<file path="src/rtl/axi_interconnect_pkg.sv">
// Shared types for the AXI interconnect address path: decode rules, routed
// request payload and router state encoding.
package axi_interconnect_pkg;

    localparam int unsigned ADDR_WIDTH    = 32;
    localparam int unsigned SEL_WIDTH     = 1;
    localparam int unsigned AXI_LEN_WIDTH = 8;

    // One address window; bounds are inclusive.
    typedef struct packed {
        logic [ADDR_WIDTH-1:0] start_addr;
        logic [ADDR_WIDTH-1:0] end_addr;
        logic [SEL_WIDTH-1:0]  slave;
    } rule_t;

    typedef struct packed {
        logic [ADDR_WIDTH-1:0]    addr;
        logic [AXI_LEN_WIDTH-1:0] len;
        logic [SEL_WIDTH-1:0]     sel;
        logic                     err;
    } route_t;

    typedef enum logic {
        ROUTER_IDLE   = 1'b0,
        ROUTER_LOCKED = 1'b1
    } router_state_e;

endpackage : axi_interconnect_pkg

</file>
<file path="src/rtl/addr_rule_decoder.sv">
// Combinational priority address decoder: lowest-index matching rule wins,
// no match flags a decode error with slave index 0.
module addr_rule_decoder
    import axi_interconnect_pkg::*;
#(
    parameter int unsigned AddrWidth = 32,
    parameter int unsigned NumRules  = 2,
    parameter int unsigned SelWidth  = 1,
    parameter logic [AddrWidth-1:0] RuleStart [NumRules] = '{32'h0000_0000, 32'h0002_0000},
    parameter logic [AddrWidth-1:0] RuleEnd   [NumRules] = '{32'h0001_FFFF, 32'h0002_FFFF},
    parameter int unsigned          RuleSlave [NumRules] = '{0, 1}
) (
    input  logic [AddrWidth-1:0] addr_i,
    output logic [SelWidth-1:0]  sel_o,
    output logic                 err_o
);

    rule_t rules [NumRules];

    for (genvar r = 0; r < NumRules; r++) begin : g_rules
        assign rules[r] = '{
            start_addr: ADDR_WIDTH'(RuleStart[r]),
            end_addr:   ADDR_WIDTH'(RuleEnd[r]),
            slave:      SEL_WIDTH'(RuleSlave[r])
        };
    end

    logic [ADDR_WIDTH-1:0] addr;
    logic                  hit;

    assign addr = ADDR_WIDTH'(addr_i);

    // First hit in index order claims the request.
    always_comb begin
        sel_o = '0;
        err_o = 1'b1;
        hit   = 1'b0;
        for (int i = 0; i < NumRules; i++) begin
            if (!hit && addr >= rules[i].start_addr && addr <= rules[i].end_addr) begin
                hit   = 1'b1;
                err_o = 1'b0;
                sel_o = SelWidth'(rules[i].slave);
            end
        end
    end

endmodule : addr_rule_decoder

</file>
<file path="src/rtl/axi_addr_router.sv">
// Registered address-channel router: decodes the target slave, holds one
// request in an output register and only switches target once idle.
module axi_addr_router
    import axi_interconnect_pkg::*;
#(
    parameter int unsigned NumSlaves = 2,
    parameter int unsigned AddrWidth = 32,
    parameter int unsigned NumRules  = 2,
    parameter logic [AddrWidth-1:0] RuleStart [NumRules] = '{32'h0000_0000, 32'h0002_0000},
    parameter logic [AddrWidth-1:0] RuleEnd   [NumRules] = '{32'h0001_FFFF, 32'h0002_FFFF},
    parameter int unsigned          RuleSlave [NumRules] = '{0, 1},
    parameter int unsigned MaxOutstanding = 4,
    localparam int unsigned SelWidth = (NumSlaves > 1) ? $clog2(NumSlaves) : 1,
    localparam int unsigned CntWidth = $clog2(MaxOutstanding + 1)
) (
    input  logic                 clk_i,
    input  logic                 rst_ni,
    input  logic                 s_valid_i,
    output logic                 s_ready_o,
    input  logic [AddrWidth-1:0] s_addr_i,
    input  logic [7:0]           s_len_i,
    output logic                 m_valid_o,
    input  logic                 m_ready_i,
    output logic [AddrWidth-1:0] m_addr_o,
    output logic [7:0]           m_len_o,
    output logic [SelWidth-1:0]  m_sel_o,
    output logic                 m_err_o,
    input  logic                 cmpl_i,
    output logic [CntWidth-1:0]  outstanding_o,
    output logic                 underflow_o
);

    logic [SelWidth-1:0] dec_sel;
    logic                dec_err;

    addr_rule_decoder #(
        .AddrWidth (AddrWidth),
        .NumRules  (NumRules),
        .SelWidth  (SelWidth),
        .RuleStart (RuleStart),
        .RuleEnd   (RuleEnd),
        .RuleSlave (RuleSlave)
    ) u_decoder (
        .addr_i (s_addr_i),
        .sel_o  (dec_sel),
        .err_o  (dec_err)
    );

    router_state_e       state_q, state_d;
    logic [CntWidth-1:0] cnt_q, cnt_d;
    logic [SelWidth-1:0] lock_sel_q, lock_sel_d;
    logic                lock_err_q, lock_err_d;
    route_t              route_q, route_d;
    logic                valid_q, valid_d;
    logic                underflow_q, underflow_d;

    logic allowed;
    logic accept;
    logic retire;

    // A locked router only admits more traffic to the same target, and only
    // while there is room in the outstanding budget.
    always_comb begin
        allowed = 1'b1;
        if (state_q == ROUTER_LOCKED) begin
            allowed = (dec_err == lock_err_q) && (dec_sel == lock_sel_q)
                   && (cnt_q < CntWidth'(MaxOutstanding));
        end
    end

    assign s_ready_o = allowed && (!valid_q || m_ready_i);
    assign accept    = s_valid_i && s_ready_o;
    assign retire    = cmpl_i && (cnt_q != '0);

    always_comb begin
        state_d     = state_q;
        cnt_d       = cnt_q;
        lock_sel_d  = lock_sel_q;
        lock_err_d  = lock_err_q;
        route_d     = route_q;
        valid_d     = valid_q;
        underflow_d = underflow_q;

        if (accept) begin
            route_d.addr = ADDR_WIDTH'(s_addr_i);
            route_d.len  = AXI_LEN_WIDTH'(s_len_i);
            route_d.sel  = SEL_WIDTH'(dec_sel);
            route_d.err  = dec_err;
            valid_d      = 1'b1;
            lock_sel_d   = dec_sel;
            lock_err_d   = dec_err;
        end else if (m_ready_i) begin
            valid_d = 1'b0;
        end

        // A completion with nothing outstanding is a protocol error upstream.
        if (cmpl_i && (cnt_q == '0)) begin
            underflow_d = 1'b1;
        end

        unique case ({accept, retire})
            2'b10:   cnt_d = cnt_q + CntWidth'(1);
            2'b01:   cnt_d = cnt_q - CntWidth'(1);
            default: cnt_d = cnt_q;
        endcase

        state_d = (cnt_d == '0) ? ROUTER_IDLE : ROUTER_LOCKED;
    end

    always_ff @(posedge clk_i or negedge rst_ni) begin
        if (!rst_ni) begin
            state_q     <= ROUTER_IDLE;
            cnt_q       <= '0;
            lock_sel_q  <= '0;
            lock_err_q  <= 1'b0;
            route_q     <= '0;
            valid_q     <= 1'b0;
            underflow_q <= 1'b0;
        end else begin
            state_q     <= state_d;
            cnt_q       <= cnt_d;
            lock_sel_q  <= lock_sel_d;
            lock_err_q  <= lock_err_d;
            route_q     <= route_d;
            valid_q     <= valid_d;
            underflow_q <= underflow_d;
        end
    end

    assign m_valid_o     = valid_q;
    assign m_addr_o      = AddrWidth'(route_q.addr);
    assign m_len_o       = 8'(route_q.len);
    assign m_sel_o       = SelWidth'(route_q.sel);
    assign m_err_o       = route_q.err;
    assign outstanding_o = cnt_q;
    assign underflow_o   = underflow_q;

endmodule : axi_addr_router

</file>
<file path="config.mk">
export PLATFORM = sky130hd
export DESIGN_NAME = axi_addr_router
export DESIGN_NICKNAME = d
export VERILOG_FILES = /design/src/rtl/axi_interconnect_pkg.sv /design/src/rtl/addr_rule_decoder.sv /design/src/rtl/axi_addr_router.sv
export SDC_FILE = /design/constraint.sdc
export NUM_CORES = 1
export LEC_CHECK = 0
export BUFFER_PORTS_ARGS = -buffer_cell sky130_fd_sc_hd__buf_4
export CAP_MARGIN = 20
export CORE_MARGIN = 2
export CORE_UTILIZATION = 45
export CTS_CLUSTER_SIZE = 28
export DETAILED_ROUTE_END_ITERATION = 16
export HOLD_SLACK_MARGIN = 0.03
export PLACE_DENSITY = 0.73
export SLEW_MARGIN = 20
export SYNTH_ARGS = -nofsm -noshare
export SYNTH_HDL_FRONTEND = slang
export SYNTH_SLANG_ARGS = --single-unit
</file>
<file path="constraint.sdc">
create_clock -name clk_i -period 7.37 [get_ports clk_i]
set_input_delay 0.3685 -clock clk_i [delete_from_list [all_inputs] [get_ports clk_i]]
set_output_delay 0.3685 -clock clk_i [all_outputs]
set_load 0.01 [all_outputs]
</file>
Word-level counts from Yosys, hierarchy flattened
Index checks and enable logic that the tools add are counted.
Storage, ports and cells
  logic and storage cells: 44
  bits in registers: 48
  output and inout port bits: 48
Cells by class
  multiplexer cells: 9
  equality and inequality tests: 4
  add/subtract/negate cells: 2
  magnitude comparators: 5
  reduce and logical (&&, ||, !) cells: 16
Operator list (count)
  $ge 32x1->1 const B: 1
  $ge 32x18->1 const B: 1
  $le 32x17->1 const B: 1
  $le 32x18->1 const B: 1
  $logic_and 1x1->1: 9
  $mux 1: 8
  $logic_not 3->1: 2
  $pmux 3 s2: 1
  $add 3x1->3 const B: 1
  $lt 3x3->1 const B: 1
  $reduce_bool 3->1: 1
  $sub 3x1->3 const B: 1
  $eq 1x1->1: 2
  $eq 2x1->1 const B: 1
  $eq 2x2->1 const B: 1
  $logic_not 1->1: 2
  $reduce_bool 2->1: 1
  $logic_or 1x1->1: 1

Logic depth before layout (Yosys ltp)
Gate-level depths: netlist of run 1.
  word-level depth: 17
  mapped depth: 12
  mapped depth without buffers: 11

By module
Synthesis of run 1 repeated with hierarchy kept, for this count alone.
Second synthesis, totals
  cell total of the unflattened synthesis: 126
  area, all modules: 2153.3 sq um
By module, submodules not included
  axi_addr_router: instances 1, seq. area each 1201.2 sq um, cells each 119, area each 2084.5 sq um
  addr_rule_decoder: instances 1, seq. area each 0.0 sq um, cells each 7, area each 68.8 sq um

Worst setup path after synthesis of run 1
OpenSTA, ideal clock, no wires.
  kind: input to register
  start: in s_addr_i[27]
  end: reg state_q
  path slack: 4.654 ns
  stages on the path: 12
  arrival time: 2.585 ns
  required time: 7.239 ns
  buffers on the path: 1
  setup time: 0.131 ns
  cells stage by stage: nor4_1 -> and4_4 -> buf_6 -> mux2i_4 -> nand2b_1 -> ha_1 -> inv_1 -> fa_1 -> xor2_1 -> nor2_1 -> xor2_1 -> or3_1
On the way
  cells in the longest elaborated chain, start to end: 17
  elaborated cells between the ends (all ways): 24
  those cells by class: order compare: 4; eq/ne: 4; mux: 7; reduce/logical: 9
RTL lines
  start, declared: RTL line axi_addr_router.sv:20  | input logic [AddrWidth-1:0] s_addr_i,
  $ge 32x1->1 or $le 32x17->1 (tied branches): RTL line addr_rule_decoder.sv:39  | if (!hit && addr >= rules[i].start_addr && addr <= rules[i].end_addr) begin
  $logic_and 1x1->1: RTL line addr_rule_decoder.sv:39
  $mux 1: RTL line addr_rule_decoder.sv:39
  $logic_not 1->1: RTL line addr_rule_decoder.sv:39
  $logic_and 1x1->1 (2 in a row): RTL line addr_rule_decoder.sv:39
  $mux 1: RTL line addr_rule_decoder.sv:39
  $eq 1x1->1: RTL line axi_addr_router.sv:66  | allowed = (dec_err == lock_err_q) && (dec_sel == lock_sel_q)
  $logic_and 1x1->1 (*): RTL line axi_addr_router.sv:66
  (+2 left out)
  $logic_and 1x1->1 (*): RTL line axi_addr_router.sv:71  | assign s_ready_o = allowed && (!valid_q || m_ready_i);
  $logic_and 1x1->1 (*): RTL line axi_addr_router.sv:72  | assign accept = s_valid_i && s_ready_o;
  $eq 2x1->1 or $eq 2x2->1 (tied branches): RTL line axi_addr_router.sv:101  | unique case ({accept, retire})
  $pmux 3 s2 (*): RTL line axi_addr_router.sv:101
  via cnt_d[2]: RTL line axi_addr_router.sv:50  | logic [CntWidth-1:0] cnt_q, cnt_d;
  $logic_not 3->1 (*): RTL line axi_addr_router.sv:107  | state_d = (cnt_d == '0) ? ROUTER_IDLE : ROUTER_LOCKED;
  $mux 1 (*): RTL line axi_addr_router.sv:107
  via state_d: RTL line axi_addr_router.sv:49  | router_state_e state_q, state_d;
  end signal, assigned: RTL line axi_addr_router.sv:120  | state_q <= state_d;
  end, declared: RTL line axi_addr_router.sv:49
Mark *: on every way through the listed nets, which the timed path passes. The rest lies on a longest branch.
A chain may end at the register's enable or synchronous reset.

Worst setup path in the final report of run 1
  start: in s_addr_i[27]
  end: out s_ready_o
On the way
  cells in the longest elaborated chain, start to end: 12
  elaborated cells between the ends (all ways): 18
  those cells by class: order compare: 4; eq/ne: 2; mux: 5; reduce/logical: 7
RTL lines
  $ge 32x1->1 or $le 32x17->1 (tied branches): RTL line addr_rule_decoder.sv:39
  $logic_and 1x1->1: RTL line addr_rule_decoder.sv:39
  $mux 1: RTL line addr_rule_decoder.sv:39
  $logic_not 1->1: RTL line addr_rule_decoder.sv:39
  $logic_and 1x1->1 (2 in a row): RTL line addr_rule_decoder.sv:39
  $mux 1: RTL line addr_rule_decoder.sv:39
  $eq 1x1->1: RTL line axi_addr_router.sv:66
  $logic_and 1x1->1 (*): RTL line axi_addr_router.sv:66
  $logic_and 1x1->1 (*): RTL line axi_addr_router.sv:67  | && (cnt_q < CntWidth'(MaxOutstanding));
  $mux 1 (*): RTL line axi_addr_router.sv:65  | if (state_q == ROUTER_LOCKED) begin
  $logic_and 1x1->1 (*): RTL line axi_addr_router.sv:71
  end, declared: RTL line axi_addr_router.sv:19  | output logic s_ready_o,
Every way passes the cells marked *; elsewhere a longest branch is shown, timed or not.

==> run_summary.xml, run 1 <==
<?xml version="1.0" encoding="UTF-8"?>
<metrics>
  <group name="global_routing">
    <metric name="track_usage" unit="%">18.06</metric>
    <metric name="antenna_found_initial" unit="">0</metric>
    <metric name="grt_start_max_net_pins" unit="">49</metric>
    <metric name="via_count_of_the_first_global_routing_pass" unit="">1891</metric>
    <metric name="overflow" unit="">0</metric>
    <metric name="first_pass_grt_wire_length" unit="microns">9170</metric>
  </group>
  <group name="job">
    <metric name="cap_violations" unit="">0</metric>
  </group>
  <group name="cts">
    <metric name="tritoncts_num_sinks" unit="">48</metric>
    <metric name="clk_root_buffer_cell" unit="">clkbuf_8</metric>
    <metric name="htreeDepth" unit="">2</metric>
    <metric name="post_cts.resized_instances" unit="">0</metric>
    <metric name="clk-insertion-delay-late" unit="ns">0.29</metric>
    <metric name="ctsHoldBuffers" unit="">0</metric>
    <metric name="cts_made_buffers" unit="">5</metric>
    <metric name="tritoncts_clock_tree" unit="">yes</metric>
    <metric name="cts_setup_buffers" unit="">0</metric>
    <metric name="largest_buffer_count_on_any_clock_path" unit="">2</metric>
    <metric name="cts.reportedPaths.clkPinSlew" unit="ns">0.08</metric>
  </group>
  <group name="logic_synthesis">
    <metric name="synth.top_cell.area_share" unit="%">45.43</metric>
    <metric name="synth.area.mux_share" unit="%">1.230</metric>
    <metric name="synth_area_leaders" unit="">dfrtp_1 45%, o32ai_2 25%, inv_1 6.4%</metric>
    <metric name="synth_cell_type_count" unit="">32</metric>
    <metric name="ys_seq_elements" unit="">48</metric>
    <metric name="syn_area_per_cell" unit="sq um">11.75</metric>
    <metric name="synthesis_warning_total" unit="">0</metric>
    <metric name="yosys.area_share.simple" unit="%">10.22</metric>
    <metric name="synth_compound_gate_area_share" unit="%">27.26</metric>
    <metric name="yosys.area_share.xor_xnor" unit="%">1.325</metric>
    <metric name="largest_family_of_logic_cells_by_synthesized_area" unit="">compound AO/OA/AOI/OAI gates</metric>
    <metric name="synthCells" unit="">225</metric>
    <metric name="synthAdderAreaFrac" unit="%">1.230</metric>
    <metric name="synth.yosys.seq_area_share" unit="%">45.43</metric>
    <metric name="post_synthesis_net_count" unit="">272</metric>
    <metric name="synth_area_leader_cell" unit="">dfrtp_1</metric>
    <metric name="netlist_area" unit="sq mm">0.002644</metric>
  </group>
  <group name="worst_setup_path">
    <metric name="worstPathArrival" unit="ns">2.28</metric>
    <metric name="critical_path_required" unit="ns">7.00</metric>
    <metric name="worst_path_max_delay_cell" unit="">buf_4</metric>
    <metric name="worst_r2r_path_depth" unit="">11</metric>
    <metric name="cp_cell_sequence" unit="">buf_4, nor4_1, and4_4, mux2i_4, buf_4, nor2b_1, buf_4</metric>
    <metric name="critical_path.most_common_cell" unit="">buf_4</metric>
    <metric name="criticalPathCategory" unit="">input port to output port</metric>
    <metric name="worstSetupPathDepth" unit="">7</metric>
    <metric name="cp_slowest_stage_delay" unit="ns">0.58</metric>
    <metric name="start_kind" unit="">input port</metric>
    <metric name="crit_path_end_kind" unit="">output port</metric>
    <metric name="timing.critical_path.fanout_max" unit="">42</metric>
    <metric name="crit_buf_inv" unit="">3</metric>
    <metric name="crit_family" unit="">buffers and inverters</metric>
  </group>
  <group name="cells_and_area">
    <metric name="seq_area" unit="sq mm">0.001201</metric>
    <metric name="layout.core_utilization" unit="%">60.29</metric>
    <metric name="fin_nets" unit="">355</metric>
    <metric name="multiInputGateArea" unit="sq mm">0.001097</metric>
    <metric name="fill_cells" unit="">483</metric>
    <metric name="n_antenna_cell" unit="">0</metric>
    <metric name="growth_of_design_area_from_synthesis_to_finish" unit="%">27.12</metric>
    <metric name="share_of_layout_cells_above_drive_strength_1" unit="%">48.22</metric>
  </group>
  <group name="power_and_ir_drop">
    <metric name="p_leak" unit="uW">0.001614</metric>
    <metric name="power.density_cell_area" unit="mW/mm^2">414.1</metric>
    <metric name="worst_ir_drop_vdd" unit="uV">316.4</metric>
    <metric name="report.power.total" unit="uW">1392</metric>
  </group>
  <group name="timing">
    <metric name="tightest_slew" unit="ns">0.6938</metric>
    <metric name="final_period_utilization" unit="%">35.90</metric>
    <metric name="slew_headroom" unit="%">53.75</metric>
    <metric name="final_hold_viol_count" unit="">0</metric>
    <metric name="rsz0062_at_grt" unit="">false</metric>
    <metric name="hold-worst-slack" unit="ns">0.08643</metric>
    <metric name="finalSetupViolations" unit="">0</metric>
    <metric name="report.final.slew_viol_count" unit="">0</metric>
    <metric name="fin_worst_skew" unit="ns">0.004504</metric>
    <metric name="finalSetupTns" unit="ns">0</metric>
    <metric name="layout_min_cycle_time" unit="ns">2.646</metric>
    <metric name="fmax" unit="MHz">377.9</metric>
  </group>
  <group name="min_path">
    <metric name="holdCritPathClass" unit="">input port to asynchronous set/reset pin</metric>
  </group>
  <group name="die">
    <metric name="design.core.area" unit="sq mm">0.005574</metric>
    <metric name="io_pins" unit="">93</metric>
    <metric name="row_count" unit="">27</metric>
    <metric name="area_of_the_die" unit="sq mm">0.006504</metric>
    <metric name="die_height" unit="microns">80.65</metric>
    <metric name="initial_core_util" unit="%">47.43</metric>
    <metric name="floorplan.die.width" unit="microns">80.65</metric>
  </group>
  <group name="detailed_routing">
    <metric name="routed_wire_length_per_instance" unit="microns">14.87</metric>
    <metric name="viasPerCell" unit="">5.115</metric>
    <metric name="remaining_drc_errors" unit="">0</metric>
    <metric name="drtAntennaViolNets" unit="">0</metric>
    <metric name="detailedRoute.firstIterationViolations" unit="">88</metric>
    <metric name="routed-via-count" unit="">1949</metric>
    <metric name="drt_pre_antenna_iters" unit="">4</metric>
    <metric name="routed_wl" unit="microns">5665</metric>
  </group>
  <group name="placed_design">
    <metric name="finalWeightedCongestion" unit="">0.7307</metric>
    <metric name="place.port_buffers" unit="">92</metric>
    <metric name="dp_hpwl" unit="microns">3698</metric>
  </group>
  <group name="run_status">
    <metric name="status" unit="">completed</metric>
  </group>
</metrics>
## Yosys cell counts
library cell / n
xnor2_1: 1
nor2b_1: 2
a211oi_1: 1
buf_4: 3
nor3b_2: 1
o21ai_0: 2
ha_1: 1
or3_1: 1
o21ai_1: 1
nor2_1: 1
o31ai_2: 2
mux2i_1: 1
nand2_1: 42
buf_12: 4
nor4_2: 2
a21o_1: 1
o32ai_2: 40
xor2_1: 3
nor4_1: 1
inv_1: 45
buf_6: 4
nor3_1: 1
and4_4: 1
fa_1: 1
mux2i_4: 1
nand2b_1: 2
o31ai_1: 2
clkbuf_1: 4
buf_2: 4
and3_4: 1
and2_1: 1
dfrtp_1: 48
## power breakdown
| part | leakage [uW] | switching, uW | internal [uW] | total [uW] |
|---|---|---|---|---|
| sequential | 0.000585 | 76.8 | 390 | 467 |
| combinational | 0.000984 | 359 | 406 | 765 |
| clock | 0.0000455 | 82.4 | 76.7 | 159 |
| total | 0.00161 | 518 | 873 | 1390 |
## layer usage
| metal | part of all wire, % | track usage (%) | vias up |
|---|---|---|---|
| met2 | 46 | 29.67 | 58 |
| met5 | 0 | 0 | - |
| met4 | 1.2 | 5.593 | 0 |
| met1 | 47 | 24.17 | 951 |
| li1 | - | - | 934 |
| met3 | 5.7 | 3.371 | 6 |
## cell families after synthesis
kind of cell / count (synthesis)
buffers and inverters: 64
and+or+nand+nor: 56
AOI/OAI and AO/OA: 49
DFF: 48
xor gates and xnor gates: 4
muxes: 2
adders and majority gates: 2
## flip-flops by register name (all words and copies together), names as in the netlist
signal and cells:
m_addr_o 32, m_err_o 1, m_len_o 8, m_sel_o 1, m_valid_o 1, outstanding_o 3, state_q 1, underflow_o 1
## stage by stage
step | setup WS (ns) | cell area (sq um) | instances
floorplan | 4.654 | 2644 | 225
global placement | 4.454 | 3271 | 373
finish | 4.724 | 3361 | 381
CTS | 4.695 | 3361 | 381
detailed placement | 4.405 | 3271 | 373
global route | 4.447 | 3361 | 381
## area by class of cell
type                    count  area share, %
well taps                  72          2.681
inverters                  45          5.026
clock buffers               8          2.681
flip-flops and latches     48          35.74
repair buffers             95          21.22
multi-input cells         113          32.65
## worst paths after layout
| check | from | end | slack, ns |
|---|---|---|---|
| max reg2reg | m_sel_o | state_q | 4.90 |
| min | rst_ni | m_addr_o[18] | 0.09 |
| min reg2reg | underflow_o | underflow_o | 0.47 |
| max in group asynchronous | rst_ni | m_addr_o[4] | 6.86 |
| max | s_addr_i[27] | s_ready_o | 4.72 |
| min in group clk_i | cmpl_i | underflow_o | 0.28 |
## layout by cell type, fill, tap and decap left out, drive strengths merged
cell and count:
buf 95, dfrtp 48, inv 45, nand2 42, o32ai 40, clkbuf 8
o31ai 4, xor2 3, nor4 3, o21ai 3, nor2b 2, nand2b 2
mux2i 2, nor3 1, a211oi 1, and4 1, and2 1, xnor2 1
nor2 1, or3 1, and3 1, nor3b 1, a21o 1, fa 1
ha 1
(Power assumes the default switching activity.)
==> inputs of run 2 (changes only) <==
--- a/config.mk
+++ b/config.mk
@@ -5,6 +5,7 @@
 export SDC_FILE = /design/constraint.sdc
 export NUM_CORES = 1
 export LEC_CHECK = 0
+export ABC_AREA = 1
 export BUFFER_PORTS_ARGS = -buffer_cell sky130_fd_sc_hd__buf_4
 export CAP_MARGIN = 20
 export CORE_MARGIN = 2
@@ -12,7 +13,7 @@
 export CTS_CLUSTER_SIZE = 28
 export DETAILED_ROUTE_END_ITERATION = 16
 export HOLD_SLACK_MARGIN = 0.03
-export PLACE_DENSITY = 0.73
+export PLACE_DENSITY = 0.76
 export SLEW_MARGIN = 20
 export SYNTH_ARGS = -nofsm -noshare
 export SYNTH_HDL_FRONTEND = slang
==> constraint.sdc (replaced) <==
create_clock -name clk_i -period 2.5 [get_ports clk_i]
set_input_delay 0.125 -clock clk_i [delete_from_list [all_inputs] [get_ports clk_i]]
set_output_delay 0.125 -clock clk_i [all_outputs]
set_load 0.01 [all_outputs]
==> run_summary.xml, run 2 <==
<?xml version="1.0" encoding="UTF-8"?>
<metrics>
  <group name="run_status">
    <metric name="status" unit="">completed</metric>
  </group>
  <group name="power_and_ir_drop">
    <metric name="p_leak" unit="uW">0.001604</metric>
    <metric name="power.density_cell_area" unit="mW/mm^2">1187</metric>
    <metric name="worst_ir_drop_vdd" unit="uV">1019</metric>
  </group>
  <group name="logic_synthesis">
    <metric name="asyncSetResetFlopFracSynth" unit="%">100.0</metric>
    <metric name="syn_area_per_cell" unit="sq um">8.888</metric>
    <metric name="synth-edff-count" unit="">0</metric>
    <metric name="synth.top_cell.area_share" unit="%">55.85</metric>
    <metric name="ys_seq_elements" unit="">48</metric>
    <metric name="post_synthesis_net_count" unit="">289</metric>
    <metric name="post_synth_most_frequent_cells" unit="">99 x nand2_1, 48 x dfrtp_1, 43 x nand4_1</metric>
    <metric name="synth_area_leader_cell" unit="">dfrtp_1</metric>
    <metric name="synth_cell_type_count" unit="">21</metric>
    <metric name="synthCells" unit="">242</metric>
    <metric name="post-synth-top-count-cell" unit="">nand2_1</metric>
    <metric name="netlist_area" unit="sq mm">0.002151</metric>
    <metric name="dominantRegCellSynth" unit="">dfrtp_1</metric>
    <metric name="synth_area_leaders" unit="">dfrtp_1 56%, nand2_1 17%, nand4_1 13%</metric>
    <metric name="synth.yosys.seq_area_share" unit="%">55.85</metric>
    <metric name="synthesis_warning_total" unit="">0</metric>
  </group>
  <group name="cts">
    <metric name="htreeDepth" unit="">2</metric>
    <metric name="cts.reportedPaths.clkPinSlew" unit="ns">0.09</metric>
    <metric name="tritoncts_clock_tree" unit="">yes</metric>
    <metric name="cts_made_buffers" unit="">5</metric>
    <metric name="clk_root_buffer_cell" unit="">clkbuf_8</metric>
    <metric name="largest_buffer_count_on_any_clock_path" unit="">2</metric>
    <metric name="clk-insertion-delay-late" unit="ns">0.29</metric>
    <metric name="tritoncts_num_sinks" unit="">48</metric>
  </group>
  <group name="timing">
    <metric name="hold-worst-slack" unit="ns">0.07286</metric>
    <metric name="slew_headroom" unit="%">59.02</metric>
    <metric name="layout_min_cycle_time" unit="ns">2.303</metric>
    <metric name="finalSetupTns" unit="ns">0</metric>
    <metric name="fmax" unit="MHz">434.2</metric>
    <metric name="finalSetupViolations" unit="">0</metric>
    <metric name="fin_worst_skew" unit="ns">0.006401</metric>
    <metric name="report.final.slew_viol_count" unit="">0</metric>
    <metric name="final_period_utilization" unit="%">92.12</metric>
    <metric name="tightest_slew" unit="ns">0.6147</metric>
    <metric name="final_hold_viol_count" unit="">0</metric>
  </group>
  <group name="placed_design">
    <metric name="dp_hpwl" unit="microns">3718</metric>
    <metric name="post_dp_cell_area" unit="sq mm">0.002840</metric>
    <metric name="dp_cell_count" unit="">375</metric>
    <metric name="place.port_buffers" unit="">92</metric>
    <metric name="finalWeightedCongestion" unit="">0.8104</metric>
  </group>
  <group name="cells_and_area">
    <metric name="fill_cells" unit="">403</metric>
    <metric name="seq_area" unit="sq mm">0.001201</metric>
    <metric name="share_of_layout_cells_above_drive_strength_1" unit="%">33.23</metric>
    <metric name="final_common_cell" unit="">nand2_1</metric>
    <metric name="final_cell_count_without_fillers" unit="">385</metric>
    <metric name="n_antenna_cell" unit="">0</metric>
    <metric name="largest_reg_flops" unit="">32</metric>
    <metric name="mostFrequentLayoutCells" unit="">99 x nand2_1, 97 x buf_4, 48 x dfrtp_1</metric>
    <metric name="fin_nets" unit="">377</metric>
    <metric name="post-route-cell-area" unit="sq mm">0.002955</metric>
    <metric name="growth_of_design_area_from_synthesis_to_finish" unit="%">37.41</metric>
    <metric name="multiInputGateArea" unit="sq um">820.8</metric>
  </group>
  <group name="min_path">
    <metric name="min-delay-start" unit="">s_addr_i[11]</metric>
    <metric name="holdCritPathClass" unit="">input port to flip-flop</metric>
    <metric name="timing.hold.worst_path_depth" unit="">3</metric>
    <metric name="worst_hold_path.endpoint" unit="">m_addr_o[11]</metric>
  </group>
  <group name="detailed_routing">
    <metric name="routed-via-count" unit="">2018</metric>
    <metric name="detailedRoute.firstIterationViolations" unit="">175</metric>
    <metric name="remaining_drc_errors" unit="">0</metric>
    <metric name="drtAntennaViolNets" unit="">0</metric>
    <metric name="routed_wl" unit="microns">5652</metric>
    <metric name="routed_wire_length_per_instance" unit="microns">14.68</metric>
    <metric name="viasPerCell" unit="">5.242</metric>
    <metric name="drt_pre_antenna_iters" unit="">4</metric>
  </group>
  <group name="worst_setup_path">
    <metric name="critical_path.reg2reg.startpoint" unit="">m_err_o</metric>
    <metric name="crit-reg2reg-capture" unit="">state_q</metric>
    <metric name="criticalPathCategory" unit="">flip-flop to flip-flop</metric>
    <metric name="timing.critical_path.fanout_max" unit="">3</metric>
    <metric name="start_kind" unit="">flip-flop</metric>
    <metric name="critical_path_required" unit="ns">2.67</metric>
    <metric name="worst_r2r_path_depth" unit="">14</metric>
    <metric name="crit_path_end_kind" unit="">flip-flop</metric>
    <metric name="setup.worst_path.start" unit="">m_err_o</metric>
    <metric name="worstPathArrival" unit="ns">2.47</metric>
    <metric name="reg2reg_slack" unit="ns">0.20</metric>
  </group>
  <group name="job">
    <metric name="cap_violations" unit="">0</metric>
  </group>
  <group name="die">
    <metric name="io_pins" unit="">93</metric>
    <metric name="row_count" unit="">25</metric>
    <metric name="area_of_the_die" unit="sq mm">0.005349</metric>
    <metric name="design.core.area" unit="sq mm">0.004661</metric>
    <metric name="die_height" unit="microns">73.14</metric>
    <metric name="initial_core_util" unit="%">46.15</metric>
    <metric name="floorplan.die.width" unit="microns">73.14</metric>
  </group>
  <group name="global_routing">
    <metric name="first_pass_grt_wire_length" unit="microns">8935</metric>
    <metric name="grt_start_max_net_pins" unit="">49</metric>
    <metric name="track_usage" unit="%">21.37</metric>
    <metric name="via_count_of_the_first_global_routing_pass" unit="">1923</metric>
    <metric name="overflow" unit="">0</metric>
    <metric name="antenna_found_initial" unit="">0</metric>
  </group>
</metrics>
## run 2: changes by cell type after synthesis, sizes merged, moves of 3 or more
cell / previous run / this run
nand3: 0 / 3
nor2: 1 / 11
xor2: 3 / 0
inv: 45 / 8
nor4: 3 / 0
clkbuf: 4 / 9
nand4: 0 / 43
buf: 15 / 8
o32ai: 40 / 0
nand2: 42 / 100
o31ai: 4 / 0
## run 2: metrics by stage
| step | worst slack [ns] | total power, uW | utilization, % |
|---|---|---|---|
| final | 0.1970 | 3507 | 63.41 |
| after global routing | -0.009833 | 3784 | 63.41 |
| after CTS | 0.1901 | 3534 | 63.25 |
| after detailed placement | -0.01577 | 3049 | 60.94 |
| after global placement | 0.08332 | 2996 | 60.94 |
| after floorplan | 0.1082 | 2257 | - |
## run 2: timing repair
| item | CTS | global route |
|---|---|---|
| gates resized for setup | 0 | 0 |
| setup buffers | 0 | 1 |
| endpoints found under the setup margin | 0 | 1 |
| hold endpoints to repair | 48 | 0 |
| hold buffers | 1 | 0 |
## run 2: cell families after synthesis
family,count (synthesis),share of synthesized area (%)
AO/OA/AOI/OAI,6,1.803
XOR/XNOR,2,0.8146
adder cells (fa/ha/maj),2,1.512
buffers and inverters,25,5.992
flip-flops,48,55.85
AND/OR/NAND/NOR,159,34.03
## run 2: routing by layer
metal	up-vias	track usage (%)	wire length (microns)
met1	947	28.98	2414
li1	982	-	-
met2	83	34.43	2786
met4	0	7.819	68
met5	-	0	0
met3	6	3.591	383
## run 2: final cells by class
type	count	share of cell area, %
sequential	48	40.64
multi-input combinational	169	27.77
timing repair buffer	98	24.98
clock buffer	6	2.794
tap	54	2.286
inverter	8	1.016
clock inverter	2	0.5080
## run 2: worst max-delay path: stages, from the launching register on
cell,delay [ns]
dfrtp_1,0.41
inv_1,0.07
nand2_1,0.05
nand2_1,0.05
nor2_1,0.04
nand2_1,0.09
nand2_2,0.08
nand3_4,0.07
ha_1,0.14
inv_1,0.07
fa_1,0.38
a21oi_1,0.15
o21ai_0,0.12
xnor2_1,0.15
or3_1,0.31
## run 2: how the worst max path moves through the flow
stage / cells past startpoint / to
3_5_place_dp: 17 / state_q
6_report: 14 / state_q
4_1_cts: 14 / state_q
2_1_floorplan: 17 / state_q
3_3_place_gp: 17 / state_q
5_1_grt: 14 / state_q
## run 2: power breakdown
| part | internal [uW] | total, uW | switching [uW] |
|---|---|---|---|
| sequential | 1130 | 1340 | 204 |
| clock | 224 | 476 | 252 |
| combinational | 761 | 1690 | 934 |
| total | 2120 | 3510 | 1390 |
